--- src/rtl/framebuffer_scanout.sv ---
`default_nettype none
// ============================================================================
// Module   : framebuffer_scanout
// Brief    : Avalon-MM read master streaming one frame of pixels in raster
//            order through a credit-gated FIFO. Optional double buffering via
//            SCANOUT_DOUBLE_BUFFER_EN.
// Revision : 1.0 - initial release
// ============================================================================
module framebuffer_scanout #(
    parameter int          H_RES       = 640,
    parameter int          V_RES       = 480,
    parameter logic [25:0] BASE_ADDR   = 26'h0,
`ifdef SCANOUT_DOUBLE_BUFFER_EN
    parameter logic [25:0] BASE_ADDR_B = 26'h12C000,
`endif
    parameter int          FIFO_LOG2   = 6
) (
    input  logic        clock,
    input  logic        reset,
    input  logic        start,
`ifdef SCANOUT_DOUBLE_BUFFER_EN
    input  logic        buffer_select,
`endif
    output logic        busy,
    output logic        frame_done,
    output logic [25:0] master_address,
    output logic        master_read,
    output logic [3:0]  master_byteenable,
    input  logic [31:0] master_readdata,
    input  logic        master_readdatavalid,
    input  logic        master_waitrequest,
    output logic [23:0] pixel_data,
    output logic        pixel_valid,
    input  logic        pixel_ready,
    output logic        pixel_sof,
    output logic        pixel_eol,
    output logic        rsp_err
);

    localparam int c_NPIX  = H_RES * V_RES;
    localparam int c_IDXW  = $clog2(c_NPIX);
    localparam int c_OXW   = $clog2(H_RES);
    localparam int c_OYW   = (V_RES > 1) ? $clog2(V_RES) : 1;
    localparam int c_DEPTH = 2 ** FIFO_LOG2;
    localparam int c_CW    = FIFO_LOG2 + 1;

    localparam logic [c_IDXW-1:0] c_LAST_IDX = c_IDXW'(c_NPIX - 1);
    localparam logic [c_OXW-1:0]  c_LAST_OX  = c_OXW'(H_RES - 1);
    localparam logic [c_OYW-1:0]  c_LAST_OY  = c_OYW'(V_RES - 1);

    typedef enum logic [1:0] {
        S_IDLE  = 2'd0,
        S_FETCH = 2'd1,
        S_DRAIN = 2'd2
    } state_t;

    state_t               r_state;
    logic                 r_read;
    logic [25:0]          r_addr;
    logic [c_IDXW-1:0]    r_n;
    logic [c_CW-1:0]      r_outstanding;
    logic [c_CW-1:0]      r_count;
    logic [FIFO_LOG2-1:0] r_wptr;
    logic [FIFO_LOG2-1:0] r_rptr;
    logic [23:0]          r_mem [c_DEPTH];
    logic [c_OXW-1:0]     r_ox;
    logic [c_OYW-1:0]     r_oy;
    logic                 r_busy;
    logic                 r_frame_done;
    logic                 r_rsp_err;

    logic                 w_valid;
    logic                 w_accept;
    logic                 w_push;
    logic                 w_stray;
    logic                 w_pop;
    logic [c_CW-1:0]      w_out_next;
    logic [c_CW-1:0]      w_cnt_next;
    logic                 w_credit;
    logic                 w_last_pixel;
    logic [25:0]          w_start_base;
    logic                 w_unused_rdata;

`ifdef SCANOUT_DOUBLE_BUFFER_EN
    assign w_start_base = buffer_select ? BASE_ADDR_B : BASE_ADDR;
`else
    assign w_start_base = BASE_ADDR;
`endif

    assign w_unused_rdata = ^master_readdata[31:24];

    assign w_valid      = (r_count != '0);
    assign w_accept     = r_read && !master_waitrequest;
    assign w_push       = master_readdatavalid && (r_outstanding != '0);
    assign w_stray      = master_readdatavalid && (r_outstanding == '0);
    assign w_pop        = w_valid && pixel_ready;
    assign w_out_next   = r_outstanding + c_CW'(w_accept) - c_CW'(w_push);
    assign w_cnt_next   = r_count + c_CW'(w_push) - c_CW'(w_pop);
    assign w_last_pixel = (r_ox == c_LAST_OX) && (r_oy == c_LAST_OY);

    // master_read is registered, so the credit test looks at next-cycle counts;
    // every in-flight read then has a guaranteed FIFO slot when it returns.
    assign w_credit = ({1'b0, w_out_next} + {1'b0, w_cnt_next}) < (c_CW + 1)'(c_DEPTH);

    always_ff @(posedge clock) begin
        if (w_push) begin
            r_mem[r_wptr] <= master_readdata[23:0];
        end
    end

    always_ff @(posedge clock) begin
        if (!reset) begin
            r_state       <= S_IDLE;
            r_read        <= 1'b0;
            r_addr        <= BASE_ADDR;
            r_n           <= '0;
            r_outstanding <= '0;
            r_count       <= '0;
            r_wptr        <= '0;
            r_rptr        <= '0;
            r_ox          <= '0;
            r_oy          <= '0;
            r_busy        <= 1'b0;
            r_frame_done  <= 1'b0;
            r_rsp_err     <= 1'b0;
        end else begin
            r_frame_done  <= 1'b0;
            r_outstanding <= w_out_next;
            r_count       <= w_cnt_next;
            if (w_push) begin
                r_wptr <= r_wptr + 1'b1;
            end
            if (w_pop) begin
                r_rptr <= r_rptr + 1'b1;
                if (r_ox == c_LAST_OX) begin
                    r_ox <= '0;
                    r_oy <= (r_oy == c_LAST_OY) ? '0 : r_oy + 1'b1;
                end else begin
                    r_ox <= r_ox + 1'b1;
                end
            end
            if (w_stray) begin
                r_rsp_err <= 1'b1;
            end

            case (r_state)
                S_IDLE: begin
                    r_read <= 1'b0;
                    if (start) begin
                        r_state <= S_FETCH;
                        r_busy  <= 1'b1;
                        r_addr  <= w_start_base;
                        r_n     <= '0;
                        r_ox    <= '0;
                        r_oy    <= '0;
                        r_read  <= w_credit;
                    end
                end
                S_FETCH: begin
                    r_read <= w_credit;
                    if (w_accept) begin
                        r_n    <= r_n + 1'b1;
                        r_addr <= r_addr + 26'd4;
                        if (r_n == c_LAST_IDX) begin
                            r_state <= S_DRAIN;
                            r_read  <= 1'b0;
                        end
                    end
                end
                S_DRAIN: begin
                    r_read <= 1'b0;
                    if (w_pop && w_last_pixel) begin
                        r_state      <= S_IDLE;
                        r_busy       <= 1'b0;
                        r_frame_done <= 1'b1;
                    end
                end
                default: begin
                    r_state <= S_IDLE;
                    r_read  <= 1'b0;
                    r_busy  <= 1'b0;
                end
            endcase
        end
    end

    assign busy              = r_busy;
    assign frame_done        = r_frame_done;
    assign master_address    = r_addr;
    assign master_read       = r_read;
    assign master_byteenable = 4'hF;
    assign rsp_err           = r_rsp_err;
    assign pixel_valid       = w_valid;
    assign pixel_data        = w_valid ? r_mem[r_rptr] : 24'h0;
    assign pixel_sof         = w_valid && (r_ox == '0) && (r_oy == '0);
    assign pixel_eol         = w_valid && (r_ox == c_LAST_OX);

endmodule
`default_nettype wire

--- config.mk ---
export PLATFORM = sky130hd
export DESIGN_NAME = framebuffer_scanout
export DESIGN_NICKNAME = d
export VERILOG_FILES = /design/src/rtl/framebuffer_scanout.sv
export SDC_FILE = /design/constraint.sdc
export NUM_CORES = 2
export LEC_CHECK = 0
export CAP_MARGIN = 20
export CORE_ASPECT_RATIO = 0.75
export CORE_MARGIN = 1
export CORE_UTILIZATION = 35
export DETAILED_ROUTE_END_ITERATION = 10
export GPL_TIMING_DRIVEN = 0
export PLACE_DENSITY = 0.6
export SYNTH_ARGS = -nofsm -noshare
export SYNTH_HDL_FRONTEND = slang
export SYNTH_SLANG_ARGS = --single-unit
--- constraint.sdc ---
create_clock -name clock -period 5.1 [get_ports clock]
set_input_delay 1.275 -clock clock [delete_from_list [all_inputs] [get_ports clock]]
set_output_delay 1.275 -clock clock [all_outputs]
set_load 0.02 [all_outputs]
### Word level (Yosys, flattened, before mapping)

Memories as Yosys holds them, arrays and structs flattened. A register that Yosys moved wholly into a read port is not among the register bits.
Index checks and enable logic that the tools add are counted.

| storage, ports and cells | value |
|---|---|
| input bits | 38 |
| register bits | 96 |
| output and inout port bits | 61 |
| memories kept | 1 |
| memory bits (writable) | 1536 |
| word-level logic and storage cells | 90 |

Memories:

| name | depth | width | rd ports | clocked after Yosys merged registers in | write ports | RTL line | source |
|---|---|---|---|---|---|---|---|
| r_mem | 64 | 24 | 1 | 1 | 1 | 65 | `logic [23:0] r_mem [c_DEPTH];` |

| cells by class | value |
|---|---|
| reduce and logical (&&, ||, !) cells | 21 |
| $add $sub $neg | 11 |
| equal/unequal tests | 9 |
| magnitude comparators | 1 |
| mux-type cells | 33 |
| bitwise gates (word level) | 1 |

Operators by type and width:

| operator | number |
|---|---|
| 26-bit 2-to-1 mux | 2 |
| 26-bit case mux with 2 select lines | 1 |
| 9-bit 2-to-1 mux | 5 |
| 10-bit 2-to-1 mux | 4 |
| 19-bit 2-to-1 mux | 2 |
| 19-bit case mux with 2 select lines | 1 |
| 26-bit by 3-bit adder with 26-bit output, second input constant | 1 |
| 24-bit 2-to-1 mux | 1 |
| 19-bit by 1-bit adder with 19-bit output, second input constant | 1 |
| 19-bit == test, second input constant | 1 |
| 7-bit by 1-bit adder with 7-bit output | 2 |
| 7-bit nonzero test | 2 |
| 7-bit by 1-bit subtractor with 7-bit output | 2 |
| 6-bit by 1-bit adder with 6-bit output, second input constant | 2 |
| 6-bit 2-to-1 mux | 2 |
| 10-bit by 1-bit adder with 10-bit output, second input constant | 1 |
| 10-bit == test, second input constant | 1 |
| 10-bit logical NOT | 1 |
| 9-bit by 1-bit adder with 9-bit output, second input constant | 1 |
| 9-bit == test, second input constant | 1 |
| 1-bit logical AND | 9 |
| 9-bit logical NOT | 1 |
| 7-bit by 7-bit adder with 8-bit output | 1 |
| 8-bit by 7-bit less-than comparator with 1-bit output, second input constant | 1 |
| 16 further kinds | 30 |

### Logic depth before layout (Yosys ltp)

| depth | value |
|---|---|
| depth in word-level cells | 9 |
| depth in mapped cells | 21 |
| depth with buffers taken out | 21 |

### Worst setup path after synthesis

No wires, ideal clock.

| timing | value |
|---|---|
| path type | input to register |
| start point | in pixel_ready |
| end point | reg r_read, in the netlist master_read |
| library setup time | 0.070 ns |
| path buffers | 0 |
| setup slack | 1.058 ns |
| cell stages on the path | 18 |
| data arrival time | 3.972 ns |
| required time | 5.030 ns |
| cell sequence | inv_1 > a31o_2 > clkinv_1 > ha_1 > inv_1 > ha_1 > inv_1 > fa_1 > nand2b_1 > a21oi_1 > o21ai_0 > a21oi_1 > o21ai_0 > and2_1 > ha_1 > nor4_1 > nand2_1 > a21oi_1 |

| between the ends | value |
|---|---|
| cells in the longest elaborated chain, start to end | 7 |
| elaborated cells between the ends (all ways) | 8 |
| those cells by class | add/sub: 2; order compare: 1; mux: 4; reduce/logical: 1 |

RTL lines:

| element | RTL line | source |
|---|---|---|
| start: declaration | 34 | `input logic pixel_ready,` |
| 1-bit logical AND (*) | 96 | `assign w_pop = w_valid && pixel_ready;` |
| 7-bit by 1-bit subtractor with 7-bit output (*) | 98 | `assign w_cnt_next = r_count + c_CW'(w_push) - c_CW'(w_pop);` |
| named net w_cnt_next[6] | 78 | `logic [c_CW-1:0] w_cnt_next;` |
| 7-bit by 7-bit adder with 8-bit output (*) | 103 | `assign w_credit = ({1'b0, w_out_next} + {1'b0, w_cnt_next}) < (c_CW + 1)'(c_DEPTH);` |
| 8-bit by 7-bit less-than comparator with 1-bit output (*) | 103 |  |
| 1-bit 2-to-1 mux | 164 | `if (r_n == c_LAST_IDX) begin` |
| 1-bit 2-to-1 mux | 161 | `if (w_accept) begin` |
| 1-bit case mux with 2 select lines (*) | 146 | `case (r_state)` |
| end signal: assignment | 156 | `r_read <= w_credit;` |
| end signal: assignment | 160 | `r_read <= w_credit;` |
| end: declaration | 58 | `logic r_read;` |

The timed path passes the listed nets; every way through them passes the cells marked *.
A chain may end at the register's enable or synchronous reset.

==> flow_summary.toml <==
[die]
core_area_sq_um = 181000
rows = 135
io_pins = 99
die_w_microns = 496
start_util_pct = 35.4
die-area_sq_um = 185000
die_h_microns = 373

[sta]
grt_setup_unrepaired = "true"
maxSlewHeadroom_pct = 20.0
min_period_ps = 5140
fin_skew_ps = 30.9
worst_slew_pin_slew_ps = 1200
finalCritPeriodShare_pct = 101
timing.fmax_mhz = 194
tns_ps = -44.7
hold_viol = 0
finalSetupViolations = 1
worst_slack_ps = -44.7
finalMaxSlewViolations = 0

[worst_setup_path]
critPathLaunchType = "flip-flop"
critPathRequiredTime_ps = 3830
rrSetupSlack_ps = 780
max_stage_delay_ps = 440
criticalPathCategory = "flip-flop to primary output"
crit_path_end_kind = "primary output"
cp_max_fo = 10
rr_startpoint = "r_outstanding[4]$_SDFF_PN0_"
worst_ep_arrival_time_ps = 3870
crit_chain = "buf_4 -> buf_4 -> buf_6 -> nand2_1 -> clkbuf_2 -> nor2_1 -> o21ai_0 -> nand2_1 -> nand2_1 -> dlygate4sd2_1"
critical_path.most_common_cell = "nand2_1"
slowest_stage = "nand2_1"

[synthesis]
ys_warn_count = 0
avgSynthCellArea_sq_um = 20.7
synth_top_area_share_pct = 72.0
synth_top_area_cell = "edfxtp_1"
seq_area_frac_synth_pct = 75.1
synth_cells = 3091
async_flop_share_pct = 0
ys_ff_latch = 1636
ys_top_cells_by_area = "edfxtp_1 72%, mux4_2 12%, dfxtp_1 3.1%"
synth_ff_type = "edfxtp_1"
synth_area_sq_um = 64100
synth.distinct_cells = 78
synth_edf_count = 1536

[outcome]
outcome = "finished, violations left"
violations = "negative setup slack"

[worst_hold_path]
holdCritStartpoint = "r_ox[1]$_SDFF_PN0_"
holdCritPathClass = "flip-flop to flip-flop"

[routing]
finalWirelength_microns = 188000
postRouteAntennaNets = 0
drc = 0
drtIter0Drc = 5041
wl_per_cell_microns = 31.6
num_vias = 33500
dr.pass1.iters = 6
detail_route.vias_per_cell = 5.64

[place]
io_buffer_count = 83
place_hpwl_microns = 127000
dp_cells = 5672
finalWeightedCongestion = 0.865

[final_layout]
fin_cells = 5939
area_growth_pct = 18.1
drive_gt1_share_pct = 27.7
seq_area_sq_um = 48100
multi_input_area_sq_um = 15500
fillCellCount = 15700
finish.utilization_pct = 41.7
fin_nets = 3504

[cts]
clock_sinks = 1636
clk_pin_slew_ps = 60
cts_hold_buf = 0
cts_made_buffers = 151
htree_levels = 4
cts_buffer_depth = 3
cts_tree = "done"
clk-insertion-delay-late_ps = 800
clock-root-buffer = "clkbuf_16"

[global_route]
grt_max_degree = 53
grt_overflow = 0
antenna_found_initial = 4
first_global_vias = 32300
gr-usage-all-layers_pct = 20.3
grt_pass1_wl_microns = 259000

[run]
cap_violations = 0

[pwr]
leakagePower_uw = 0.0231
power.density_nw_per_um2 = 432
ir_drop_v = 0.000284
## layer usage
layer	GRT usage (%)	share of wire [%]
met5	0	0
met4	5.81	2.4
met3	6.74	13
met2	28.7	43
met1	29.7	42
## placed cells by master (no fill, tap or decap), types with 25 or more instances in the layout
cell / synthesis / routed
edfxtp_1: 1536 / 1536
mux4_2: 348 / 348
clkbuf_16: 0 / 156
nor2_1: 177 / 110
buf_12: 11 / 99
dfxtp_1: 100 / 99
nand2_1: 81 / 73
mux2i_1: 92 / 73
nor2_4: 0 / 67
o22ai_1: 64 / 55
buf_6: 41 / 52
clkbuf_1: 30 / 49
clkdlybuf4s50_1: 0 / 44
xor2_1: 39 / 39
inv_1: 38 / 37
buf_4: 34 / 37
o21ai_0: 46 / 36
buf_2: 24 / 36
mux4_1: 36 / 36
xnor2_1: 33 / 33
nand3_1: 33 / 33
ha_1: 32 / 32
clkinv_1: 1 / 31
a21oi_1: 25 / 25
## area by class of cell
| class | count | area share [%] |
|---|---|---|
| Clock inverter | 72 | 0.830 |
| Buffer | 149 | 1.91 |
| Antenna cell | 2 | 0.00662 |
| Timing Repair Buffer | 189 | 3.56 |
| Sequential cell | 1636 | 63.6 |
| Clock buffer | 189 | 5.36 |
| Tap cell | 2397 | 3.96 |
| Multi-Input combinational cell | 1265 | 20.5 |
| Inverter | 40 | 0.203 |
## state kept, by name, indices dropped and copies added (netlist names), named ones only
signal,count
r_mem,1536
master_address,24
r_n,19
r_ox,10
r_oy,9
r_count,7
r_outstanding,7
r_rptr,6
r_wptr,6
r_state,2
busy,1
frame_done,1
master_read,1
rsp_err,1
## worst paths after layout
kind / cells after the start / end
worst min register to register: 2 / r_ox[1]$_SDFF_PN0_
worst min-delay path: 2 / r_ox[1]$_SDFF_PN0_
worst max-delay path: 10 / pixel_data[20]
worst max register to register: 21 / master_read$_SDFF_PN0_
## critical path: cells and delay by family (launching register included)
kind	cells	cell delay [ps]
buffers and inverters	5	1350
flip-flops	1	300
AND/OR/NAND/NOR	4	1010
AO/OA/AOI/OAI	1	420
## cells in the mapped netlist, types with 23 or more instances
library cell / instances
edfxtp_1: 1536
mux4_2: 348
nor2_1: 177
dfxtp_1: 100
mux2i_1: 92
nand2_1: 81
o22ai_1: 64
o21ai_0: 46
buf_6: 41
xor2_1: 39
inv_1: 38
mux4_1: 36
buf_4: 34
nand3_1: 33
xnor2_1: 33
ha_1: 32
clkbuf_1: 30
a21oi_1: 25
and2_1: 24
buf_2: 24
nor2b_1: 23
## through the flow
| step | total power (uW) | setup WS (ps) | area [sq um] | hold slack [ps] |
|---|---|---|---|---|
| 3_5_place_dp | 21700 | -653 | 70200 | 489 |
| 4_1_cts | 32800 | -1.07 | 75600 | 497 |
| 5_1_grt | 33600 | -22.3 | 75600 | 520 |
| 2_1_floorplan | 19100 | 1060 | 64100 | 466 |
| 6_report | 32700 | -44.7 | 75700 | 496 |
| 3_3_place_gp | 21500 | -1350 | 67900 | 480 |
## cells by family after synthesis
| family | share of synthesized area [%] |
|---|---|
| AOI/OAI and AO/OA | 2.48 |
| xor gates and xnor gates | 0.984 |
| buffers and inverters | 2.27 |
| muxes | 15.1 |
| DFF | 75.1 |
| and+or+nand+nor | 3.32 |
| adders and majority gates | 0.687 |
| other | 0.0117 |
## where the power goes
| part | internal (uW) | switching [uW] |
|---|---|---|
| registers | 14800 | 72.8 |
| clock network | 6100 | 4990 |
| logic | 2880 | 3810 |
| total | 23800 | 8870 |
## repair_timing
action	4_1_cts	5_1_grt
setup endpoints to repair	24	11
buffers inserted	9	0
cloned	0	0
gates resized for setup	169	25
pin swaps	10	3
(Power assumes the default switching activity.)
